===== src/rtl/request_scheduler.sv =====
// Request scheduler: sticky pending bits, grant capture and
// valid/ready/done handshake with one shared service unit.
module request_scheduler #(
  parameter int N       = 8,
  parameter int TIMEOUT = 15,
  parameter int TW      = 4
) (
  input  logic         clk,
  input  logic         rst_n,
  input  logic [N-1:0] req_pulse,
  output logic [N-1:0] arb_req,
  input  logic [N-1:0] arb_grant,
  output logic         svc_valid,
  input  logic         svc_ready,
  output logic [N-1:0] svc_onehot,
  output logic [2:0]   svc_id,
  input  logic         svc_done,
  output logic         busy,
  output logic         overflow,
  output logic         timeout_err
);

  typedef enum logic [1:0] {
    IDLE,
    OFFER,
    SERVE
  } state_t;

  state_t          state;
  state_t          nxt;
  logic [N-1:0]    pending;
  logic [N-1:0]    clr;
  logic [N-1:0]    g;
  logic            g_ok;
  logic            to_hit;
  logic            at_lim;
  logic [TW-1:0]   cnt;

  function automatic logic [2:0] enc(input logic [N-1:0] v);
    logic [2:0] id;
    id = '0;
    for (int i = 0; i < N; i++) begin
      if (v[i]) id = 3'(i);
    end
    return id;
  endfunction

  // Masked grant, one-hot qualification and the accept-time clear.
  always_comb begin
    g      = arb_grant & pending;
    g_ok   = (g != '0) && ((g & (g - 1'b1)) == '0);
    clr    = '0;
    if (state == OFFER && svc_ready) clr = svc_onehot;
    at_lim = (cnt == TW'(TIMEOUT - 1));
    to_hit = (state == SERVE) && !svc_done && at_lim;
  end

  // Next-state logic; done beats a same-cycle timeout.
  always_comb begin
    nxt = state;
    unique case (state)
      IDLE:    if (g_ok) nxt = OFFER;
      OFFER:   if (svc_ready) nxt = SERVE;
      SERVE:   if (svc_done || at_lim) nxt = IDLE;
      default: nxt = IDLE;
    endcase
  end

  // State register.
  always_ff @(posedge clk or negedge rst_n) begin
    if (!rst_n) state <= IDLE;
    else        state <= nxt;
  end

  // Sticky pending bits; a new pulse wins over the clear.
  always_ff @(posedge clk or negedge rst_n) begin
    if (!rst_n) begin
      pending  <= '0;
      overflow <= 1'b0;
    end else begin
      pending  <= (pending & ~clr) | req_pulse;
      overflow <= |(req_pulse & pending & ~clr);
    end
  end

  // Offered source id, latched in IDLE and dropped on SERVE exit.
  always_ff @(posedge clk or negedge rst_n) begin
    if (!rst_n) begin
      svc_onehot <= '0;
      svc_id     <= '0;
    end else if (state == IDLE && g_ok) begin
      svc_onehot <= g;
      svc_id     <= enc(g);
    end else if (state == SERVE && nxt == IDLE) begin
      svc_onehot <= '0;
      svc_id     <= '0;
    end
  end

  // Service age counter and timeout pulse.
  always_ff @(posedge clk or negedge rst_n) begin
    if (!rst_n) begin
      cnt         <= '0;
      timeout_err <= 1'b0;
    end else begin
      timeout_err <= to_hit;
      if (state == OFFER && svc_ready) cnt <= '0;
      else if (state == SERVE)         cnt <= cnt + 1'b1;
    end
  end

  assign arb_req   = pending;
  assign svc_valid = (state == OFFER);
  assign busy      = (state != IDLE);

endmodule


===== config.mk =====
export PLATFORM = sky130hd
export DESIGN_NAME = request_scheduler
export DESIGN_NICKNAME = d
export VERILOG_FILES = /design/src/rtl/request_scheduler.sv
export SDC_FILE = /design/constraint.sdc
export NUM_CORES = 1
export LEC_CHECK = 0
export ABC_AREA = 0
export BUFFER_PORTS_ARGS = -buffer_cell sky130_fd_sc_hd__buf_2
export CAP_MARGIN = 20
export CORE_MARGIN = 2
export CORE_UTILIZATION = 45
export DETAILED_ROUTE_END_ITERATION = 8
export PLACE_DENSITY_LB_ADDON = 0.25
export SYNTH_ARGS = -nofsm -noshare
export SYNTH_HDL_FRONTEND = slang
export SYNTH_SLANG_ARGS = --single-unit

===== constraint.sdc =====
create_clock -name clk -period 1.6 [get_ports clk]
set_clock_uncertainty 0.2 [all_clocks]
set_input_delay 0.32 -clock clk [delete_from_list [all_inputs] [get_ports clk]]
set_output_delay 0.32 -clock clk [all_outputs]
set_load 0.005 [all_outputs]

# == Word-level counts from Yosys, hierarchy flattened ==
# Cells that the tools add are included.
# word_totals
regBits,27
inputBits,20
# op_classes
add_sub_neg,2
eq_ne,3
mux,18
n_bitwise,7
reduce_logical,16
# op_table
operator,count
$and 8x8->8,5
$mux 3,8
$mux 8,3
$logic_not 8->1,1
$mux 4,2
$not 8->8,1
$or 8x8->8,1
$reduce_bool 8->1,1
$reduce_or 8->1,1
$sub 8x1->8 const B,1
$logic_and 1x1->1,6
$mux 2,3
$pmux 2 s3,1
$reduce_bool 2->1,3
$add 4x1->4 const B,1
$eq 4x4->1 const B,1
$logic_not 2->1,2
$eq 2x1->1 const B,1
$eq 2x2->1 const B,1
$logic_not 1->1,1
$logic_or 1x1->1,1
$mux 1,1

# == Longest topological paths before layout ==
# Gate-level depths: netlist of run 1.
# logic_depth
depth_word,11
depth_mapped,7
ltp_nobuf,6

# == Worst setup path before layout of run 1 ==
# Ideal clock, no wire load.
# synth_timing
path_type,reg-to-reg
from,"reg pending[6], in the netlist arb_req[6]"
to,reg svc_id[2]
setup_ns,0.128
arrival_time_ns,1.369
path_slack_ns,-0.096
path_stages_with_launch,6
n_path_buf,0
period_less_slack_ns,1.696
cell_sequence,dfrtp_1 > a22o_1 > nor2_1 > o22ai_1 > o211ai_2 > mux2_1
# synth_between
elab_chain_len,10
elab_cells_between_ends,15
# synth_lines
item,line,rtl
from (decl),31,logic [N-1:0] pending;
from (signal assigned),81,pending <= (pending & ~clr) | req_pulse;
$and 8x8->8 *,50,g = arb_grant & pending;
$sub 8x1->8,51,g_ok = (g != '0) && ((g & (g - 1'b1)) == '0);
$and 8x8->8,51,
$logic_not 8->1,51,
$logic_and 1x1->1,51,
$mux 2,62,IDLE: if (g_ok) nxt = OFFER;
$pmux 2 s3,61,unique case (state)
$logic_not 2->1,94,end else if (state == SERVE && nxt == IDLE) begin
$logic_and 1x1->1,94,
$reduce_bool 2->1 (no line),-,
to (signal assigned),93,svc_id <= enc(g);
to (decl),16,"output logic [2:0] svc_id,"
# Every way passes the cells marked *; elsewhere a longest branch is shown, timed or not.
# A chain may end at the register's enable or synchronous reset.

# == Worst setup path in the final report of run 1 ==
# layout_timing
from,reg state[0]
to,reg svc_id[2]
# layout_between
elab_chain_len,5
elab_cells_between_ends,12
# layout_lines
item,line,rtl
from (decl),29,state_t state;
from (signal assigned),72,else state <= nxt;
"$eq 2x2->1, or another cell as far along","61, 94",
$pmux 2 s3,61,
$logic_not 2->1,94,
$logic_and 1x1->1,94,
$reduce_bool 2->1 (no line),-,
# Parallel ways exist; a longest one is shown, timed or not.

==> impl_summary.md, run 1 <==
Clocking
The maximum buffer depth of the clock tree is 2. The clock transition at the register clock pins on the worst setup and hold paths after CTS is 0.16 ns. The tree built by TritonCTS fans out to 27 sinks. The tree is rooted in a clkbuf_4. The number of buffers added by the clock tree synthesis step is 3. The TritonCTS clock tree is yes. CTS built an H-tree with a depth of 1. The later pin in the worst-skew pair is clocked with a latency of 0.34 ns.

STA
The headroom to the max-slew limit is 0.7537. In the post-route analysis, the smallest setup slack over all paths is -0.2432 ns. Setup violations remaining at the end of the flow were counted as 17.

The max-slew violation total from the final report is 0. Timing would allow up to 542.5 MHz. The clock period minus final worst setup slack is 1.843 ns. For the pin with the worst max-slew slack, the measured transition is 0.3695 ns. Of the available clock period, the critical path in the final layout requires 1.152.

Setup repair after global routing could not meet its margin everywhere. The count of endpoints failing hold in the final timing report is 0. After routing, the total negative slack on setup checks comes to -2.497 ns.

Detailed routing
The remaining design rule violation count is 2. After detailed routing, the average wire length per cell comes to 15.31 um. The detailed-route vias per instance is 5.346. For this run, the detailed router's first-pass iteration total came to 6. Summed over all layers, the routed wires come to 3.888 mm.

In this run, the number of DRC markers left after iteration 0 of detailed routing was 36. The number of nets still failing antenna checks after routing is 0. The final route contains 1,358 vias.

Layout
The finished cells cover 0.002072 mm2. The non-filler instance count after layout is 254. The area growth from synthesis to layout is 54.48%.

For this run, the post-layout net count is 246. The number of inserted diodes is 0. Fill cells in the final layout number 201. In the final layout, the share of cells above drive strength 1 is 0.4619. The utilization after layout is 0.7386.

Setup path
The worst setup path is captured at a flip-flop. The signal on the critical path passes through buf_4 -> buf_4 -> nor2b_1 -> o21ai_1 -> and2_1 -> mux2_1. The number of cells on the worst reg-to-reg path is 6. The cell occurring most often along the worst timing path is buf_4.

The largest fanout of any net on the critical path is 3. The setup check on the worst reg-to-reg path leaves a slack of -0.24 ns. The reg-to-reg endpoint is svc_id[2]$_DFFE_PN0P_.

The combined buffer and inverter count along the critical path is 2. The longest individual stage delay on the worst path is 0.44 ns. The worst reg2reg path startpoint is state[0]$_DFF_PN0_. The kind of launch point of the worst setup path is a flip-flop. The slowest stage cell on the critical path is dfrtp_1. The type of the worst setup path is reg -> reg.

The data required time at the worst endpoint is 1.64 ns. Among cell families on the critical path, the largest total delay comes from flip-flops. At the worst endpoint, the arrival time is 1.89 ns.

Logic synthesis
The number of flops mapped to enable cells by yosys is 0. The flop and latch count out of synthesis is 27. The fraction of synthesized cell area taken by the top area cell type is 0.5037. The largest total area in the synthesized netlist belongs to dfrtp_1. By area the synthesized netlist is led by dfrtp_1 50%, nand2_1 8.1%, mux2i_1 7.5%. The number of nets handed over by synthesis was 156. After technology mapping, the gate count stands at 134. The most used flip-flop cell after synthesis is dfrtp_1. The share of the Yosys chip area taken by registers is 0.5037. The count of yosys warnings during synthesis is 0. Counting flops with an async set or reset pin after synthesis yields a share of 1.000. The mapped netlist covers 0.001341 mm2. In this run, distinct cell masters in the synthesized netlist total 36. A synthesized cell averages 10.01 um2.

Pwr
Power spread over the standard cell area amounts to 927.3 mW/mm2. VDD sags by at most 0.0005557 V. The leakage power of the design is 1.040 nW.

Place
The final weighted congestion in routability-driven placement is 0.8803. The wire-length estimate of the detail-placed layout is 2.837 mm. In this run the cell area measured after placement is 0.001815 mm2. The cell total after placement is 235.

The setup slack after placement is -0.2286 ns. The count of input and output buffers is 42.

Worst hold path
The cell depth of the worst hold path is 3. In this run the most critical hold path is launched from arb_grant[5]. The hold path endpoint is svc_onehot[5]$_DFFE_PN0P_. The type of the tightest min-delay check is in -> reg.

Global route
The number of global-route vias before repair came to 1,382. The maximum number of pins on one net before global-route repair is 17. The aggregate global routing overflow is 0. The first global-routing pass estimated 6.147 mm of wire. The number of antenna violations at the first check in global routing is 0. The overall global routing resource usage is 0.2400.

Die
The x dimension of the die is 58.60 um. The floorplan die area is 0.003433 mm2. The core region is 0.002805 mm2. 43 I/O pins were placed. The overall die height is 58.60 um. The starting density of the core is 0.4781. The floorplan has 19 rows.

Run
Max-cap violations in this run came to 0.

Status
The run finished, with violations left. The final reports fail on design-rule violations, negative setup slack.
[cells by family (layout without fill, tap and decap cells)]
family                     Yosys count  after routing  synth area share
and+or+nand+nor                     55             56            0.1950
AOI/OAI and AO/OA                   32             32            0.1670
DFF                                 27             27            0.5037
muxes                               11             11           0.08302
buffers and inverters                6             94           0.02612
adders and majority gates            2              2           0.01865
xor gates and xnor gates             1              1          0.006531
[layout by cell type, fill, tap and decap left out, types with 3 or more instances in the layout]
cell | synthesis | final
buf_2 | 1 | 41
dfrtp_1 | 27 | 27
buf_4 | 1 | 27
nand2_1 | 29 | 26
dlygate4sd3_1 | 0 | 11
mux2i_1 | 10 | 10
buf_6 | 1 | 8
nand2_2 | 4 | 7
a21o_1 | 7 | 7
o21ai_0 | 7 | 4
nand4_1 | 3 | 3
and2_1 | 4 | 3
nor2_1 | 4 | 3
a31oi_1 | 3 | 3
o21ai_1 | 0 | 3
clkbuf_4 | 0 | 3
[how the worst max path moves through the flow]
stage                                 to  cells after the start            startpoint  slack (ns)
6_report           svc_id[2]$_DFFE_PN0P_                      6    state[0]$_DFF_PN0_       -0.24
5_1_grt        svc_onehot[3]$_DFFE_PN0P_                      6  arb_req[6]$_DFF_PN0_       -0.30
4_1_cts        svc_onehot[0]$_DFFE_PN0P_                      6  arb_req[6]$_DFF_PN0_       -0.20
3_5_place_dp   svc_onehot[3]$_DFFE_PN0P_                      7    cnt[0]$_DFFE_PN0P_       -0.23
3_3_place_gp       svc_id[2]$_DFFE_PN0P_                      6          arb_grant[3]       -0.14
2_1_floorplan      svc_id[2]$_DFFE_PN0P_                      5  arb_req[6]$_DFF_PN0_       -0.07
[worst min-delay path, cell delays in order]
cell,delay [ns]
buf_2,0.10
nand2_2,0.11
mux2i_1,0.08
[flip-flops by register name, summed over array words and instances (netlist names)]
| signal | count |
|---|---|
| svc_id | 3 |
| state | 2 |
| cnt | 4 |
| overflow | 1 |
| arb_req | 8 |
| timeout_err | 1 |
| svc_onehot | 8 |
[power breakdown]
part           leakage (nW)  internal, mW  switching, mW
clock network        0.0139        0.0958          0.220
logic                 0.713         0.335          0.284
registers             0.313         0.842          0.144
total                  1.04          1.27          0.649
[stage by stage]
stage	power (mW)	hold WS, ns
after floorplan	1.204	-0.1756
after global placement	1.498	0.04332
after detailed placement	1.530	0.04999
after CTS	1.875	0.1002
after global routing	2.043	0.09872
final	1.921	0.09507
[per-layer routing]
layer	vias up	wire length [um]	track usage
met4	0	85	0.09416
met3	10	112	0.03297
li1	653	-	-
met2	39	1985	0.4366
met5	-	0	0
met1	656	1705	0.2853
[what timing repair did]
| item | 4_1_cts | 5_1_grt |
|---|---|---|
| cloned | 1 | 0 |
| pin swaps | 4 | 7 |
| buffers inserted | 2 | 2 |
| hold buffers | 11 | 0 |
| endpoints found under the hold margin | 37 | 0 |
| gates resized for setup | 12 | 15 |
| endpoints found under the setup margin | 21 | 20 |
[area by class of cell]
type                       count  area (um2)  area share
clock inverter                 1       7.507    0.003623
multi-input combinational    102       691.9      0.3339
clock buffer                   3       22.52     0.01087
timing repair buffer          88       628.1      0.3031
tap                           31       38.79     0.01872
inverter                       2       7.507    0.003623
sequential                    27       675.6      0.3261
[cells in the mapped netlist (2+ instances only)]
cell and count:
nand2_1 29, dfrtp_1 27, mux2i_1 10, a21o_1 7, o21ai_0 7, and2_1 4, nand2_2 4, nor2_1 4
a21oi_1 3, a31oi_1 3, nand4_1 3, or2_2 3, a21boi_0 2, a32oi_1 2, ha_1 2, inv_1 2
nand3_1 2, o22ai_1 2
Power figures use the tool's default switching activity.
==> run 2: changes to the inputs <==
--- a/config.mk
+++ b/config.mk
@@ -8,6 +8,7 @@
 export ABC_AREA = 0
 export BUFFER_PORTS_ARGS = -buffer_cell sky130_fd_sc_hd__buf_2
 export CAP_MARGIN = 20
+export CORE_ASPECT_RATIO = 0.7
 export CORE_MARGIN = 2
 export CORE_UTILIZATION = 45
 export DETAILED_ROUTE_END_ITERATION = 8
==> impl_summary.md, run 2 (synthesized netlist as in run 1, its figures left out) <==
Worst hold path
The worst min-delay path startpoint is svc_done (was arb_grant[5]). The hold path endpoint was timeout_err$_DFF_PN0_ (was svc_onehot[5]$_DFFE_PN0P_). The cell depth of the worst hold path is 2 (was 3). The type of the tightest min-delay check is in -> reg (unchanged).

Setup path
The reg-to-reg endpoint is svc_id[2]$_DFFE_PN0P_ (unchanged). The logic depth of the worst register-to-register path is 5 (was 6). The register-to-register setup slack came to -0.22 ns (was -0.24 ns).

The largest fanout of any net on the critical path came to 4 (was 3). The worst reg2reg path startpoint is arb_req[4]$_DFF_PN0_ (was state[0]$_DFF_PN0_). The data required time at the worst endpoint is 1.56 ns (was 1.64 ns). The worst endpoint data arrival time is 1.78 ns (was 1.89 ns). The kind of end point of the critical path is a flip-flop (unchanged). The type of the worst setup path is reg -> reg (unchanged). The kind of launch point of the worst setup path is a flip-flop (unchanged).

Run
The max-capacitance violation count was 0 (unchanged).

Die
The number of core rows is 16 (was 19). The total core area was 0.002823 mm2 (was 0.002805 mm2). The number of top-level pins was 43 (unchanged).

The starting density of the core came to 0.4752 (was 0.4781). The x dimension of the die is 69.26 um (was 58.60 um). The floorplan die area is 0.003440 mm2 (was 0.003433 mm2). The overall die height is 49.68 um (was 58.60 um).

Pwr
The final total power is 2.005 mW (was 1.921 mW). The maximum vdd drop came to 0.0005340 V (was 0.0005557 V). The cell area power density is 980.0 mW/mm2 (was 927.3 mW/mm2).

The leakage power of the design is 1.035 nW (was 1.040 nW).

Clocking
The number of buffers added by the clock tree synthesis step was 3 (unchanged). The TritonCTS clock tree is yes (unchanged). The root buffer selected by CTS is clkbuf_8 (was clkbuf_4). The clock transition at the register clock pins on the worst setup and hold paths after CTS is 0.09 ns (was 0.16 ns). The maximum buffer depth of the clock tree was 2 (unchanged). The later-pin clock latency in the skew report is 0.27 ns (was 0.34 ns).

The number of H-tree levels came to 1 (unchanged). The clock net sink count is 27 (unchanged).

Global route
The maximum number of pins on one net before global-route repair is 28 (was 17). The number of antenna violations at the first check in global routing is 0 (unchanged). The number of global-route vias before repair is 1,337 (was 1,382). The overall global routing resource usage was 0.2255 (was 0.2400). The aggregate global routing overflow is 0 (unchanged). The wire length of the first global-routing pass came to 6.085 mm (was 6.147 mm).

Layout
The most common cell after layout, fill and taps aside is buf_2 (unchanged). The multi-input gate area in the final layout came to 710.7 um2 (was 691.9 um2). The number of inserted diodes is 0 (unchanged). The area growth from synthesis to final layout is 52.52% (was 54.48%). Commonest cells after routing, fill and taps aside: 39 x buf_2, 34 x buf_4, 27 x dfrtp_1 (was 41 x buf_2, 27 x dfrtp_1, 27 x buf_4). The share of post-route cells with drive strength above 1 was 0.4954 (was 0.4619). The area taken by flip-flops and latches came to 675.6 um2 (unchanged). The total of fill cells in the finished design is 201 (unchanged).

The number of nets in the layout is 241 (was 246). The non-filler instance count after layout is 254 (unchanged).

Detailed routing
The detailed-routing iteration count for the pre-antenna-repair pass was 4 (was 6). The total via count after detailed routing is 1,375 (was 1,358). The remaining design rule violation count is 0 (was 2). The wire length per cell after detailed routing is 15.41 um (was 15.31 um). The number of nets still failing antenna checks after routing is 0 (unchanged). The final routed wirelength across all metal layers is 3.915 mm (was 3.888 mm). The detailed-route vias per instance was 5.413 (was 5.346). The number of design-rule violations left by the first detailed-router iteration is 117 (was 36).

STA
The headroom to the max-slew limit is 0.5979 (was 0.7537). The total of endpoints with negative setup slack in the final report is 14 (was 17). The count of endpoints failing hold in the final timing report is 0 (unchanged). The max-slew violation total from the final report is 0 (unchanged).

The setup TNS was -2.170 ns (was -2.497 ns). The final worst slack is -0.2214 ns (was -0.2432 ns). RSZ-0062 raised after global routing: true (unchanged). The slew of the pin with the lowest slew margin is 0.6031 ns (was 0.3695 ns). The share of the clock period used by the worst path is 1.138 (was 1.152).

The clock period minus final worst setup slack is 1.821 ns (was 1.843 ns). The highest clock rate came to 549.0 MHz (was 542.5 MHz).

Place
The count of input and output buffers is 42 (unchanged). The final weighted congestion in routability-driven placement is 0.9124 (was 0.8803). The setup slack after placement was -0.2196 ns (was -0.2286 ns). The sum of net half-perimeters after detailed placement came to 2.659 mm (was 2.837 mm).

The cell total after placement was 238 (was 235).

Status
Violations in the final reports: negative setup slack (was design-rule violations, negative setup slack). Run status: finished with violations (unchanged).
run 2: cell types whose count changed in the layout (fill, tap and decap cells not counted), moves of 2 or more:
cell and delta:
buf_2 -2, dlygate4sd3_1 -10, a21oi_2 -2, o21ai_0 -2, clkbuf_4 -3, buf_4 +7, clkbuf_8 +3
run 2: worst max path at each step:
stage / slack (ns) / endpoint / cells after the start / startpoint
global route: -0.30 / svc_id[0]$_DFFE_PN0P_ / 6 / arb_req[4]$_DFF_PN0_
finish: -0.22 / svc_id[2]$_DFFE_PN0P_ / 5 / arb_req[4]$_DFF_PN0_
detailed placement: -0.22 / overflow$_DFF_PN0_ / 5 / state[0]$_DFF_PN0_
global placement: -0.17 / overflow$_DFF_PN0_ / 5 / state[1]$_DFF_PN0_
floorplan: -0.07 / svc_id[2]$_DFFE_PN0P_ / 5 / arb_req[6]$_DFF_PN0_
CTS: -0.13 / svc_id[0]$_DFFE_PN0P_ / 6 / arb_req[6]$_DFF_PN0_
run 2: cell type report:
class                   count  area share
flip-flops and latches     27      0.3303
multi-input cells         102      0.3474
inverters                   2    0.003670
repair buffers             83      0.2746
clock buffers               4     0.02202
well taps                  36     0.02202
run 2: what timing repair did:
item                                    CTS  global route
gates cloned                              0             1
setup buffers                             9             2
hold endpoints to repair                 27             0
pin swaps                                12            10
endpoints found under the setup margin   21            18
gates resized for setup                  15            19
hold buffers                              1             0
run 2: per-stage QoR:
step	util	hold WS, ns	instance area, um2
floorplan	-	-0.1756	1343
global placement	0.6356	0.1565	1794
detailed placement	0.6356	0.1660	1794
CTS	0.6964	0.02512	1966
global route	0.7247	0.01913	2046
finish	0.7247	0.02827	2046
run 2: where the power goes:
| part | switching (mW) | total, mW | internal (mW) |
|---|---|---|---|
| clock | 0.212 | 0.391 | 0.179 |
| combinational | 0.298 | 0.647 | 0.349 |
| sequential | 0.124 | 0.967 | 0.843 |
run 2: critical path: stages, from the launching register on:
cell      delay, ns
dfrtp_1        0.43
nand2_2        0.12
nand4_1        0.17
a211oi_2       0.33
o211ai_4       0.14
mux2_4         0.33
run 2: per-layer routing:
metal / GRT usage / up-vias / part of all wire
met5: 0 / - / 0
met4: 0.04902 / 0 / 0.0033
met3: 0.06135 / 2 / 0.085
met2: 0.3622 / 64 / 0.47
met1: 0.3081 / 664 / 0.45
li1: - / 645 / -
